--- config.mk ---
export PLATFORM = sky130hd
export DESIGN_NAME = divider_flat
export DESIGN_NICKNAME = d
export VERILOG_FILES = /design/src/rtl/divider_pkg.sv /design/src/rtl/divider_if.sv /design/src/rtl/divider_divstep.sv /design/src/rtl/divider.sv /design/src/flat_wrapper.sv
export SDC_FILE = /design/constraint.sdc
export NUM_CORES = 1
export LEC_CHECK = 0
export ABC_CLOCK_PERIOD_IN_PS = 5300
export BUFFER_PORTS_ARGS = -buffer_cell sky130_fd_sc_hd__buf_2
export CORE_MARGIN = 5
export CORE_UTILIZATION = 63
export CTS_CLUSTER_SIZE = 14
export DETAILED_ROUTE_END_ITERATION = 6
export PLACE_DENSITY_LB_ADDON = 0.05
export SETUP_SLACK_MARGIN = 0.1
export SYNTH_ARGS = -nofsm -noshare
export SYNTH_HDL_FRONTEND = slang
export SYNTH_SLANG_ARGS = --single-unit
--- constraint.sdc ---
create_clock -name clk -period 5.3 [get_ports clk]
set_clock_uncertainty 0.05 [all_clocks]
set_input_delay 1.06 -clock clk [delete_from_list [all_inputs] [get_ports clk]]
set_output_delay 1.06 -clock clk [all_outputs]
set_load 0.1 [all_outputs]
--- src/rtl/divider_pkg.sv ---
// Shared definitions for the 32/16 restoring divider: operand widths,
// iteration count and controller state encoding.
package divider_pkg;

    localparam int unsigned DIVIDEND_W = 32;
    localparam int unsigned DIVISOR_W  = 16;
    localparam int unsigned ITER_COUNT = 16;
    localparam int unsigned CNT_W      = $clog2(ITER_COUNT);

    typedef enum logic [2:0] {
        S_IDLE  = 3'd0,
        S_CHECK = 3'd1,
        S_ITER  = 3'd2,
        S_FIX   = 3'd3,
        S_DONE  = 3'd4
    } state_t;

endpackage

--- src/rtl/divider_if.sv ---
// Request/result bundle of the divider; slave side is the divider itself.
interface divider_if;
    import divider_pkg::*;

    logic                  start;
    logic                  signed_op;
    logic [DIVIDEND_W-1:0] dividend;
    logic [DIVISOR_W-1:0]  divisor;
    logic                  busy;
    logic                  done;
    logic [DIVISOR_W-1:0]  quotient;
    logic [DIVISOR_W-1:0]  remainder;
    logic                  div_zero;
    logic                  v;
    logic                  z;
    logic                  n;
    logic                  c;

    modport master (
        output start, signed_op, dividend, divisor,
        input  busy, done, quotient, remainder, div_zero, v, z, n, c
    );

    modport slave (
        input  start, signed_op, dividend, divisor,
        output busy, done, quotient, remainder, div_zero, v, z, n, c
    );

endinterface

--- src/rtl/divider_divstep.sv ---
// One restoring-division step: shift in the next dividend bit, trial-subtract
// the divisor magnitude, keep the difference when there is no borrow.
module divider_divstep
    import divider_pkg::*;
(
    input  logic [DIVISOR_W:0]   i_pr,
    input  logic                 i_bit,
    input  logic [DIVISOR_W-1:0] i_divisor,
    output logic [DIVISOR_W:0]   o_pr,
    output logic                 o_qbit
);
    logic [DIVISOR_W:0]   w_shift;
    logic [DIVISOR_W+1:0] w_trial;
    logic                 w_unused;

    // The partial remainder entering a step is always below the divisor, so its MSB is zero.
    assign w_unused = i_pr[DIVISOR_W];
    assign w_shift  = {i_pr[DIVISOR_W-1:0], i_bit};
    assign w_trial  = {1'b0, w_shift} - {2'b00, i_divisor};
    assign o_qbit   = ~w_trial[DIVISOR_W+1];
    assign o_pr     = o_qbit ? w_trial[DIVISOR_W:0] : w_shift;

endmodule

--- src/rtl/divider.sv ---
// 32/16 sequential divider, signed or unsigned, one quotient bit per cycle,
// with early exit on divide-by-zero and on quotient overflow.
module divider
    import divider_pkg::*;
(
    input  logic     clk,
    input  logic     rst_n,
    divider_if.slave bus
);
    state_t                r_state;
    state_t                w_next_state;
    logic                  w_busy;
    logic                  w_done;

    logic                  r_signed;
    logic [DIVIDEND_W-1:0] r_dividend;
    logic [DIVISOR_W-1:0]  r_divisor;
    logic [DIVISOR_W:0]    r_pr;
    logic [DIVISOR_W-1:0]  r_qsh;
    logic [CNT_W-1:0]      r_cnt;

    logic [DIVISOR_W-1:0]  r_quotient;
    logic [DIVISOR_W-1:0]  r_remainder;
    logic                  r_div_zero;
    logic                  r_v;
    logic                  r_z;
    logic                  r_n;

    logic [DIVIDEND_W-1:0] w_dvd_mag;
    logic [DIVISOR_W-1:0]  w_dvs_mag;
    logic                  w_q_neg;
    logic                  w_r_neg;
    logic                  w_zero;
    logic                  w_ovf_early;
    logic                  w_ovf_fix;
    logic [DIVISOR_W-1:0]  w_q_final;
    logic [DIVISOR_W-1:0]  w_r_final;
    logic [DIVISOR_W:0]    w_step_pr;
    logic                  w_step_qbit;

    // Signed mode runs on magnitudes; signs are restored in FIX.
    assign w_dvd_mag   = (r_signed && r_dividend[DIVIDEND_W-1]) ? (~r_dividend + 32'd1) : r_dividend;
    assign w_dvs_mag   = (r_signed && r_divisor[DIVISOR_W-1])   ? (~r_divisor + 16'd1)  : r_divisor;
    assign w_q_neg     = r_signed & (r_dividend[DIVIDEND_W-1] ^ r_divisor[DIVISOR_W-1]);
    assign w_r_neg     = r_signed & r_dividend[DIVIDEND_W-1];
    assign w_zero      = (r_divisor == '0);
    assign w_ovf_early = (w_dvd_mag[DIVIDEND_W-1:DIVISOR_W] >= w_dvs_mag);

    assign w_ovf_fix = r_signed & (w_q_neg ? (r_qsh > 16'h8000) : (r_qsh > 16'h7FFF));
    assign w_q_final = w_q_neg ? (~r_qsh + 16'd1) : r_qsh;
    assign w_r_final = w_r_neg ? (~r_pr[DIVISOR_W-1:0] + 16'd1) : r_pr[DIVISOR_W-1:0];

    divider_divstep u_step (
        .i_pr      (r_pr),
        .i_bit     (r_qsh[DIVISOR_W-1]),
        .i_divisor (w_dvs_mag),
        .o_pr      (w_step_pr),
        .o_qbit    (w_step_qbit)
    );

    always_ff @(posedge clk or negedge rst_n) begin
        if (!rst_n) r_state <= S_IDLE;
        else        r_state <= w_next_state;
    end

    always_comb begin
        w_next_state = r_state;
        w_busy       = 1'b0;
        w_done       = 1'b0;
        case (r_state)
            S_IDLE: begin
                if (bus.start) w_next_state = S_CHECK;
            end
            S_CHECK: begin
                w_busy       = 1'b1;
                w_next_state = (w_zero || w_ovf_early) ? S_DONE : S_ITER;
            end
            S_ITER: begin
                w_busy = 1'b1;
                if (r_cnt == CNT_W'(ITER_COUNT - 1)) w_next_state = S_FIX;
            end
            S_FIX: begin
                w_busy       = 1'b1;
                w_next_state = S_DONE;
            end
            S_DONE: begin
                w_done       = 1'b1;
                w_next_state = bus.start ? S_CHECK : S_IDLE;
            end
            default: w_next_state = S_IDLE;
        endcase
    end

    always_ff @(posedge clk or negedge rst_n) begin
        if (!rst_n) begin
            r_signed    <= 1'b0;
            r_dividend  <= '0;
            r_divisor   <= '0;
            r_pr        <= '0;
            r_qsh       <= '0;
            r_cnt       <= '0;
            r_quotient  <= '0;
            r_remainder <= '0;
            r_div_zero  <= 1'b0;
            r_v         <= 1'b0;
            r_z         <= 1'b0;
            r_n         <= 1'b0;
        end else begin
            case (r_state)
                S_IDLE, S_DONE: begin
                    if (bus.start) begin
                        r_signed   <= bus.signed_op;
                        r_dividend <= bus.dividend;
                        r_divisor  <= bus.divisor;
                    end
                end
                S_CHECK: begin
                    r_pr  <= {1'b0, w_dvd_mag[DIVIDEND_W-1:DIVISOR_W]};
                    r_qsh <= w_dvd_mag[DIVISOR_W-1:0];
                    r_cnt <= '0;
                    if (w_zero || w_ovf_early) begin
                        r_div_zero <= w_zero;
                        r_v        <= ~w_zero;
                        r_z        <= 1'b0;
                        r_n        <= 1'b0;
                    end
                end
                S_ITER: begin
                    r_pr  <= w_step_pr;
                    r_qsh <= {r_qsh[DIVISOR_W-2:0], w_step_qbit};
                    r_cnt <= r_cnt + 1'b1;
                end
                S_FIX: begin
                    r_div_zero <= 1'b0;
                    if (w_ovf_fix) begin
                        r_v <= 1'b1;
                        r_z <= 1'b0;
                        r_n <= 1'b0;
                    end else begin
                        r_quotient  <= w_q_final;
                        r_remainder <= w_r_final;
                        r_v         <= 1'b0;
                        r_z         <= (w_q_final == '0);
                        r_n         <= w_q_final[DIVISOR_W-1];
                    end
                end
                default: ;
            endcase
        end
    end

    assign bus.busy      = w_busy;
    assign bus.done      = w_done;
    assign bus.quotient  = r_quotient;
    assign bus.remainder = r_remainder;
    assign bus.div_zero  = r_div_zero;
    assign bus.v         = r_v;
    assign bus.z         = r_z;
    assign bus.n         = r_n;
    assign bus.c         = 1'b0;

endmodule

--- src/flat_wrapper.sv ---
// flat-port wrapper written by rule: the top's interface ports become plain ports
module divider_flat import divider_pkg::*;
  (clk, rst_n, bus_start, bus_signed_op, bus_dividend, bus_divisor, bus_busy, bus_done, bus_quotient, bus_remainder, bus_div_zero, bus_v, bus_z, bus_n, bus_c);
  divider_if bus_i ();
  input  logic clk;
  input  logic rst_n;
  input wire logic [$bits(bus_i.start)-1:0] bus_start;
  input wire logic [$bits(bus_i.signed_op)-1:0] bus_signed_op;
  input wire logic [$bits(bus_i.dividend)-1:0] bus_dividend;
  input wire logic [$bits(bus_i.divisor)-1:0] bus_divisor;
  output wire logic [$bits(bus_i.busy)-1:0] bus_busy;
  output wire logic [$bits(bus_i.done)-1:0] bus_done;
  output wire logic [$bits(bus_i.quotient)-1:0] bus_quotient;
  output wire logic [$bits(bus_i.remainder)-1:0] bus_remainder;
  output wire logic [$bits(bus_i.div_zero)-1:0] bus_div_zero;
  output wire logic [$bits(bus_i.v)-1:0] bus_v;
  output wire logic [$bits(bus_i.z)-1:0] bus_z;
  output wire logic [$bits(bus_i.n)-1:0] bus_n;
  output wire logic [$bits(bus_i.c)-1:0] bus_c;
  assign bus_i.start = bus_start;
  assign bus_i.signed_op = bus_signed_op;
  assign bus_i.dividend = bus_dividend;
  assign bus_i.divisor = bus_divisor;
  assign bus_busy = bus_i.busy;
  assign bus_done = bus_i.done;
  assign bus_quotient = bus_i.quotient;
  assign bus_remainder = bus_i.remainder;
  assign bus_div_zero = bus_i.div_zero;
  assign bus_v = bus_i.v;
  assign bus_z = bus_i.z;
  assign bus_n = bus_i.n;
  assign bus_c = bus_i.c;
  divider u_core (.clk(clk), .rst_n(rst_n), .bus(bus_i));
endmodule
==> impl_metrics.ini, run 1 <==
[outcome]
status = complete, no violations

[logic_synthesis]
yosys_warnings = 0
synth_top_cell_area_share_pct = 38.7
seq_area_frac_synth_pct = 38.7
netlist_area_um2 = 8020
syn_nets = 938
netlist_instances = 847
synth_top_area_cell = dfrtp_1
yosys_register_bits = 124
ys.flop_type = dfrtp_1
yosysUniqueCellTypes = 69
async_reset_ff_share_pct = 100
synthTopCellsByArea = dfrtp_1, mux2_2, ha_1
syn_avg_cell_area_um2 = 9.47
synth_edf_count = 0

[sta]
max_slew_margin_pct = 8.58
hold_viol = 0
slew_viol_final = 0
fin_crit_ps = 4410
post-route-period-util_pct = 83.2
fin_tns_setup_ps = 0
setup_violations = 0
worstMarginPinSlew_ps = 1370
rsz0062_at_grt = false
max_freq_mhz = 227

[global_route]
grt_antenna_before_repair = 0
grt_pass1_vias = 6682
grt_max_degree = 85
grt_remaining_overflow = 0
grt_pass1_wl_um = 34800
grtUsageTotal_pct = 29.8

[cts]
cts_max_path_buffers = 2
cts-buffers-inserted = 17
clkTransAtPathRegs_ps = 60
post_cts_buffers = 0
cts-resized-gates = 0
insertion_delay_ps = 420
clock-root-buffer = clkbuf_16
cts_hold_buf = 0
cts_sinks = 124
cts_htree_levels = 4
cts_tree = done

[critical_path]
slowest_delay_ps = 1060
critPathLaunch = u_core.r_divisor[2]
crit_top_cell = nand3_1
crit_required_ps = 5550
startpoint_type = flop
worstPathMaxFanout = 15
crit_chain = nor3_1 -> nand3_1 -> or2_2 -> nand2b_1 -> o41ai_1 -> xor2_1 -> ha_1 -> nand3_1 -> o31ai_2 -> mux2_2 -> a221o_1
r2r_setup_slack_ps = 890
critPathCaptureType = flop
endpoint = u_core.r_pr[3]
slowest_stage = o31ai_2
r2r_start = u_core.r_divisor[2]
r2r_cells = 11
crit_type = reg -> reg
cp.arrival_ps = 4660
r2r_end = u_core.r_pr[3]

[floorplanning]
start_util_pct = 63.8
dieHeight_um = 123
core_um2 = 12600
num_io_pins = 91
rows = 41
die_width_um = 123
die_area_um2 = 15100

[flow_run]
maxCapViolCount = 0

[placement]
place_congestion = 0.901
io_buffer_count = 89
dp_hpwl_um = 15500

[routing]
drc_errors = 0
dr.pass1.iters = 6
avgViaCountPerCell = 6.24
wl_per_cell_um = 19.2
ant_nets = 0
vias = 6848
drt_iter0_markers = 584
wl_um = 21100

[hold_path]
hold_class = reg -> reg

[finish]
layout_commonest_cell = dfrtp_1
n_antenna_cell = 0
syn_to_final_growth_pct = 13.8
drive_gt1_share_pct = 21.5
layout_common_cells = dfrtp_1, buf_2, nor2_1
num-nets-final = 1004
-- synthesized netlist by cell type (6+ instances only) --
cell      number
and2_1        12
o22ai_1        6
a31oi_1       11
nand2_1       54
a22o_1         7
a221o_1        6
nor2_1        73
o41ai_1        6
a21oi_1       64
inv_1         24
o21a_1         7
buf_2          6
mux2_2        54
nand2b_1      10
nor4_1         7
dfrtp_1      124
clkbuf_1      34
nand3_1       15
a22oi_1       23
xnor2_1       48
ha_1          38
o21ai_0       59
o31ai_1       12
xor2_1        36
mux2i_1       11
nand4_1        7
nor3_1        10
a21o_1        11
-- state kept, by name, indices dropped and copies added, names as in the netlist, 3 cells and up --
name / count
u_core.r_dividend: 32
u_core.bus.quotient: 16
u_core.bus.remainder: 16
u_core.r_divisor: 16
u_core.r_pr: 16
u_core.r_qsh: 16
u_core.r_cnt: 4
u_core.r_state: 3
-- through the flow --
stage,instances,cell area [um^2],setup WS (ps),hold slack (ps),utilization [%]
6_report,1098,9130,893,452,72.6
5_1_grt,1098,9130,610,471,72.6
4_1_cts,1098,9130,896,448,72.6
3_5_place_dp,1066,8530,993,434,67.8
3_3_place_gp,1066,8530,1050,435,67.8
2_1_floorplan,847,8020,1790,407,-
-- routing by layer --
metal	vias to the layer above	routed length, um	global-route usage (%)
met1	3251	9240	42.2
li1	3226	-	-
met4	0	374	8.96
met3	36	1880	7.56
met2	335	9620	45.3
met5	-	0	0
-- worst max-delay path, delay by kind of cell, from the launching register on --
kind | cells | cell delay, ps
compound gates | 3 | 1690
simple gates | 5 | 1070
flops | 1 | 430
fa+ha+maj | 1 | 430
mux | 1 | 430
xor+xnor | 1 | 190
-- cell families (layout without fill, tap and decap cells) --
logic type | Yosys count | count (layout) | share of synthesized area (%)
compound gates | 245 | 245 | 19.8
xor+xnor | 84 | 84 | 9.17
fa+ha+maj | 39 | 39 | 6.18
buf+inv | 72 | 151 | 3.74
flops | 124 | 124 | 38.7
mux | 65 | 65 | 8.95
other cells | 1 | 1 | 0.0467
simple gates | 217 | 217 | 13.4
-- area by class of cell --
cell class                 count  area (um^2)
clock buffer                  20          457
tap                          172          215
fill                         933         3440
timing repair buffer          95          493
sequential                   124         3100
clock inverter                12          145
multi-input combinational    651         4630
inverter                      24         90.1
-- worst min path at each step --
stage / startpoint / to / slack, ps / cells after the start
after floorplan: u_core.r_cnt[3] / u_core.r_cnt[3] / 410 / 1
after global placement: u_core.bus.quotient[0] / u_core.bus.quotient[0] / 430 / 1
after detailed placement: u_core.r_cnt[3] / u_core.r_cnt[3] / 430 / 1
after CTS: u_core.r_cnt[3] / u_core.r_cnt[3] / 450 / 1
after global routing: u_core.bus.quotient[0] / u_core.bus.quotient[0] / 470 / 1
final: u_core.bus.quotient[15] / u_core.bus.quotient[15] / 450 / 1
Power of run 1 is left out: the tool's default activity adds up to more than one toggle a clock period on the data nets, which glitch-free logic cannot reach.
==> run 2: changes to the inputs <==
--- a/config.mk
+++ b/config.mk
@@ -5,10 +5,10 @@
 export SDC_FILE = /design/constraint.sdc
 export NUM_CORES = 1
 export LEC_CHECK = 0
-export ABC_CLOCK_PERIOD_IN_PS = 5300
+export ABC_CLOCK_PERIOD_IN_PS = 4380
 export BUFFER_PORTS_ARGS = -buffer_cell sky130_fd_sc_hd__buf_2
 export CORE_MARGIN = 5
-export CORE_UTILIZATION = 63
+export CORE_UTILIZATION = 60
 export CTS_CLUSTER_SIZE = 14
 export DETAILED_ROUTE_END_ITERATION = 6
 export PLACE_DENSITY_LB_ADDON = 0.05
==> constraint.sdc (replaced) <==
create_clock -name clk -period 4.38 [get_ports clk]
set_clock_uncertainty 0.05 [all_clocks]
set_input_delay 0.876 -clock clk [delete_from_list [all_inputs] [get_ports clk]]
set_output_delay 0.876 -clock clk [all_outputs]
set_load 0.1 [all_outputs]
==> impl_metrics.ini, run 2 (synthesis gave the netlist of run 1 again) <==
[outcome]
status = complete, no violations

[cts]
cts_max_path_buffers = 2
cts_sinks = 124
insertion_delay_ps = 420
cts_tree = done
cts-buffers-inserted = 17
cts_htree_levels = 4
cts_hold_buf = 0
clock-root-buffer = clkbuf_16
clkTransAtPathRegs_ps = 60
post_cts_buffers = 0

[finish]
largest_reg_flops = 32
finalNonFillerCells = 1107
syn_to_final_growth_pct = 15.3
fin_area_um2 = 9250
drive_gt1_share_pct = 22.2
num-nets-final = 1009
layout_common_cells = dfrtp_1, buf_2, nor2_1
layout_commonest_cell = dfrtp_1
largest-register = u_core.r_dividend
n_antenna_cell = 0

[floorplanning]
die_width_um = 126
dieHeight_um = 126
start_util_pct = 60.8
die_area_um2 = 15800
rows = 42
core_um2 = 13200
num_io_pins = 91

[sta]
max_slew_margin_pct = 20.3
post-route-period-util_pct = 92.0
worstMarginPinSlew_ps = 1190
hold_viol = 0
max_freq_mhz = 248
fin_tns_setup_ps = 0
setup_violations = 0
rsz0062_at_grt = false
slew_viol_final = 0
fin_crit_ps = 4030

[critical_path]
cp.arrival_ps = 4290
critPathLaunch = u_core.r_dividend[19]
crit_type = reg -> reg
crit_required_ps = 4640
worstPathMaxFanout = 5
r2r_start = u_core.r_dividend[19]
critPathCaptureType = flop
startpoint_type = flop

[placement]
dp_cells = 1075
detailed_place.area_um2 = 8570
io_buffer_count = 89
dp_hpwl_um = 15300
place_congestion = 0.908

[hold_path]
hp-start = u_core.bus.quotient[0]
hold_class = reg -> reg

[global_route]
grt_max_degree = 79
grt_remaining_overflow = 0
grt_pass1_vias = 6640
grt_pass1_wl_um = 34300
grt_antenna_before_repair = 0
grtUsageTotal_pct = 26.7

[routing]
dr.pass1.iters = 5
wl_per_cell_um = 18.5
wl_um = 20500
vias = 6815
ant_nets = 0
drc_errors = 0
drt_iter0_markers = 476
avgViaCountPerCell = 6.16

[flow_run]
maxCapViolCount = 0
-- run 2: final cells by class --
type                            count  area [um^2]
Fill cell                        1032         3940
Tap cell                          176          220
Inverter                           24         90.1
Multi-Input combinational cell    651         4640
Sequential cell                   124         3100
Timing Repair Buffer              100          531
Clock buffer                       19          453
Clock inverter                     13          211
-- run 2: per-stage QoR --
step	setup WS [ps]	util, %	hold slack, ps
2_1_floorplan	869	-	407
3_3_place_gp	371	65.0	432
3_5_place_dp	237	65.0	440
4_1_cts	223	70.0	453
5_1_grt	122	70.1	466
6_report	351	70.1	452
-- run 2: final timing paths --
| kind | cells after the start | to | slack [ps] |
|---|---|---|---|
| max | 14 | u_core.bus.v | 350 |
| min | 1 | u_core.bus.quotient[0] | 450 |
| max reg2reg | 14 | u_core.bus.v | 350 |
| min reg2reg | 1 | u_core.bus.quotient[0] | 450 |
| max in group asynchronous | 2 | u_core.r_dividend[18] | 2770 |
| min in group asynchronous | 1 | u_core.bus.quotient[5] | 570 |
-- run 2: critical path, cell delays in order, from the launching register on --
cell and delay [ps]:
dfrtp_1 410, or4_1 580, nor2_1 180, nand4_1 230
o21ai_0 280, xor2_1 240, inv_1 80, ha_1 330
nand2_1 70, o21ai_0 260, a41oi_1 80, or2_2 280
o21ai_0 360, nand2_2 180, mux2_2 300
-- run 2: repair_timing --
action	in CTS	in global routing
endpoints found under the hold margin	0	0
resized for setup	0	4
setup endpoints to repair	0	1
-- run 2: routing by layer --
| layer | vias to the layer above | wire (um) | global-route usage, % |
|---|---|---|---|
| li1 | 3235 | - | - |
| met1 | 3290 | 9630 | 39.1 |
| met2 | 260 | 8960 | 39.6 |
| met3 | 30 | 1530 | 6.10 |
| met4 | 0 | 396 | 8.42 |
| met5 | - | 0 | 0 |
Power of run 2 is left out for the same reason.
==> run 3: changes to the inputs <==
--- a/config.mk
+++ b/config.mk
@@ -7,8 +7,9 @@
 export LEC_CHECK = 0
 export ABC_CLOCK_PERIOD_IN_PS = 4380
 export BUFFER_PORTS_ARGS = -buffer_cell sky130_fd_sc_hd__buf_2
+export CORE_ASPECT_RATIO = 2
 export CORE_MARGIN = 5
-export CORE_UTILIZATION = 60
+export CORE_UTILIZATION = 55
 export CTS_CLUSTER_SIZE = 14
 export DETAILED_ROUTE_END_ITERATION = 6
 export PLACE_DENSITY_LB_ADDON = 0.05
==> impl_metrics.ini, run 3 (synthesis gave the netlist of run 1 again) <==
[finish]
largest_reg_flops = 32
nFillCells = 1215
layout_commonest_cell = dfrtp_1
syn_to_final_growth_pct = 15.7
num-nets-final = 1013
finalNonFillerCells = 1126
drive_gt1_share_pct = 22.4
layout_common_cells = dfrtp_1, buf_2, nor2_1
largest-register = u_core.r_dividend
n_antenna_cell = 0

[routing]
vias = 6917
drc_errors = 0
ant_nets = 0
wl_um = 24300
wl_per_cell_um = 21.6
avgViaCountPerCell = 6.14
drt_iter0_markers = 527
dr.pass1.iters = 5

[sta]
holdWs_ps = 456
fin_tns_setup_ps = 0
rsz0062_at_grt = true
max_freq_mhz = 242
fin_crit_ps = 4130
worstMarginPinSlew_ps = 859
max_slew_margin_pct = 42.8
hold_viol = 0
setup_violations = 0
post-route-period-util_pct = 94.3
slew_viol_final = 0

[critical_path]
cp_top_family = compound AO/OA/AOI/OAI gates
startpoint_type = flop
worstPathMaxFanout = 5
crit_chain = nor3_1 -> nand3_1 -> or2_2 -> nand2b_1 -> o41ai_2 -> xor2_1 -> ha_1 -> a21o_1 -> a21o_1 -> a2111oi_0 -> o21ai_1 -> nand2_1 -> mux2_2
crit_type = reg -> reg
cp.arrival_ps = 4380
critPathCaptureType = flop
slowest_delay_ps = 470
slowest_stage = a2111oi_0
crit_top_cell = a21o_1
crit_required_ps = 4630
r2r_setup_slack_ps = 250
path_buf_inv = 0

[floorplanning]
dieHeight_um = 181
rows = 62
core_um2 = 14400
start_util_pct = 55.9
die_width_um = 95.4
die_area_um2 = 17200
num_io_pins = 91

[placement]
dp_hpwl_um = 19100
dp_cells = 1094
place_congestion = 0.999
io_buffer_count = 89

[cts]
cts_max_path_buffers = 2
clock-root-buffer = clkbuf_16
insertion_delay_ps = 420
cts_tree = done
clkTransAtPathRegs_ps = 60
cts_sinks = 124
cts-buffers-inserted = 17
cts_htree_levels = 4
cts_hold_buf = 0

[outcome]
status = complete, no violations

[global_route]
grt_pass1_vias = 7059
grt_antenna_before_repair = 0
grtUsageTotal_pct = 29.6
grt_max_degree = 55
grt_pass1_wl_um = 38400
grt_remaining_overflow = 0

[hold_path]
hold_class = in -> async

[flow_run]
maxCapViolCount = 0
-- run 3: repair_timing --
| item | CTS | global route |
|---|---|---|
| endpoints found under the hold margin | 0 | 0 |
| endpoints found under the setup margin | 0 | 10 |
| setup buffers | 0 | 1 |
| gates resized for setup | 0 | 3 |
-- run 3: area by class of cell --
cell class                 instances  area [um^2]  area share (%)
inverter                          24         90.1           0.971
multi-input combinational        651         4640            50.0
sequential                       124         3100            33.4
timing repair buffer             104          561            6.04
clock buffer                      17          425            4.58
tap                              192          240            2.59
clock inverter                    14          219            2.36
-- run 3: through the flow --
step	cell area (um^2)	setup slack, ps	util [%]
floorplan	8020	869	-
global placement	8610	263	60.0
detailed placement	8610	217	60.0
CTS	9260	168	64.5
global route	9280	-3.06	64.7
finish	9280	249	64.7
-- run 3: worst paths after layout --
path                                     startpoint                 to  cells after the start
worst min-delay path                          rst_n    u_core.r_qsh[6]                      1
worst max-delay path            u_core.r_divisor[2]       u_core.bus.v                     13
worst min register to register         u_core.bus.z       u_core.bus.z                      1
max in group asynchronous                     rst_n  u_core.r_state[2]                      2
worst max register to register  u_core.r_divisor[2]       u_core.bus.v                     13
min in group clk                       u_core.bus.z       u_core.bus.z                      1
-- run 3: layer usage --
layer / track usage (%) / vias up / share of wire [%] / routed length, um
li1: - / 3236 / - / -
met2: 53.0 / 248 / 54 / 13200
met5: 0 / - / 0 / 0
met1: 29.4 / 3349 / 33 / 8130
met4: 22.2 / 0 / 8.4 / 2040
met3: 4.62 / 84 / 3.9 / 951
Power of run 3 is left out for the same reason.
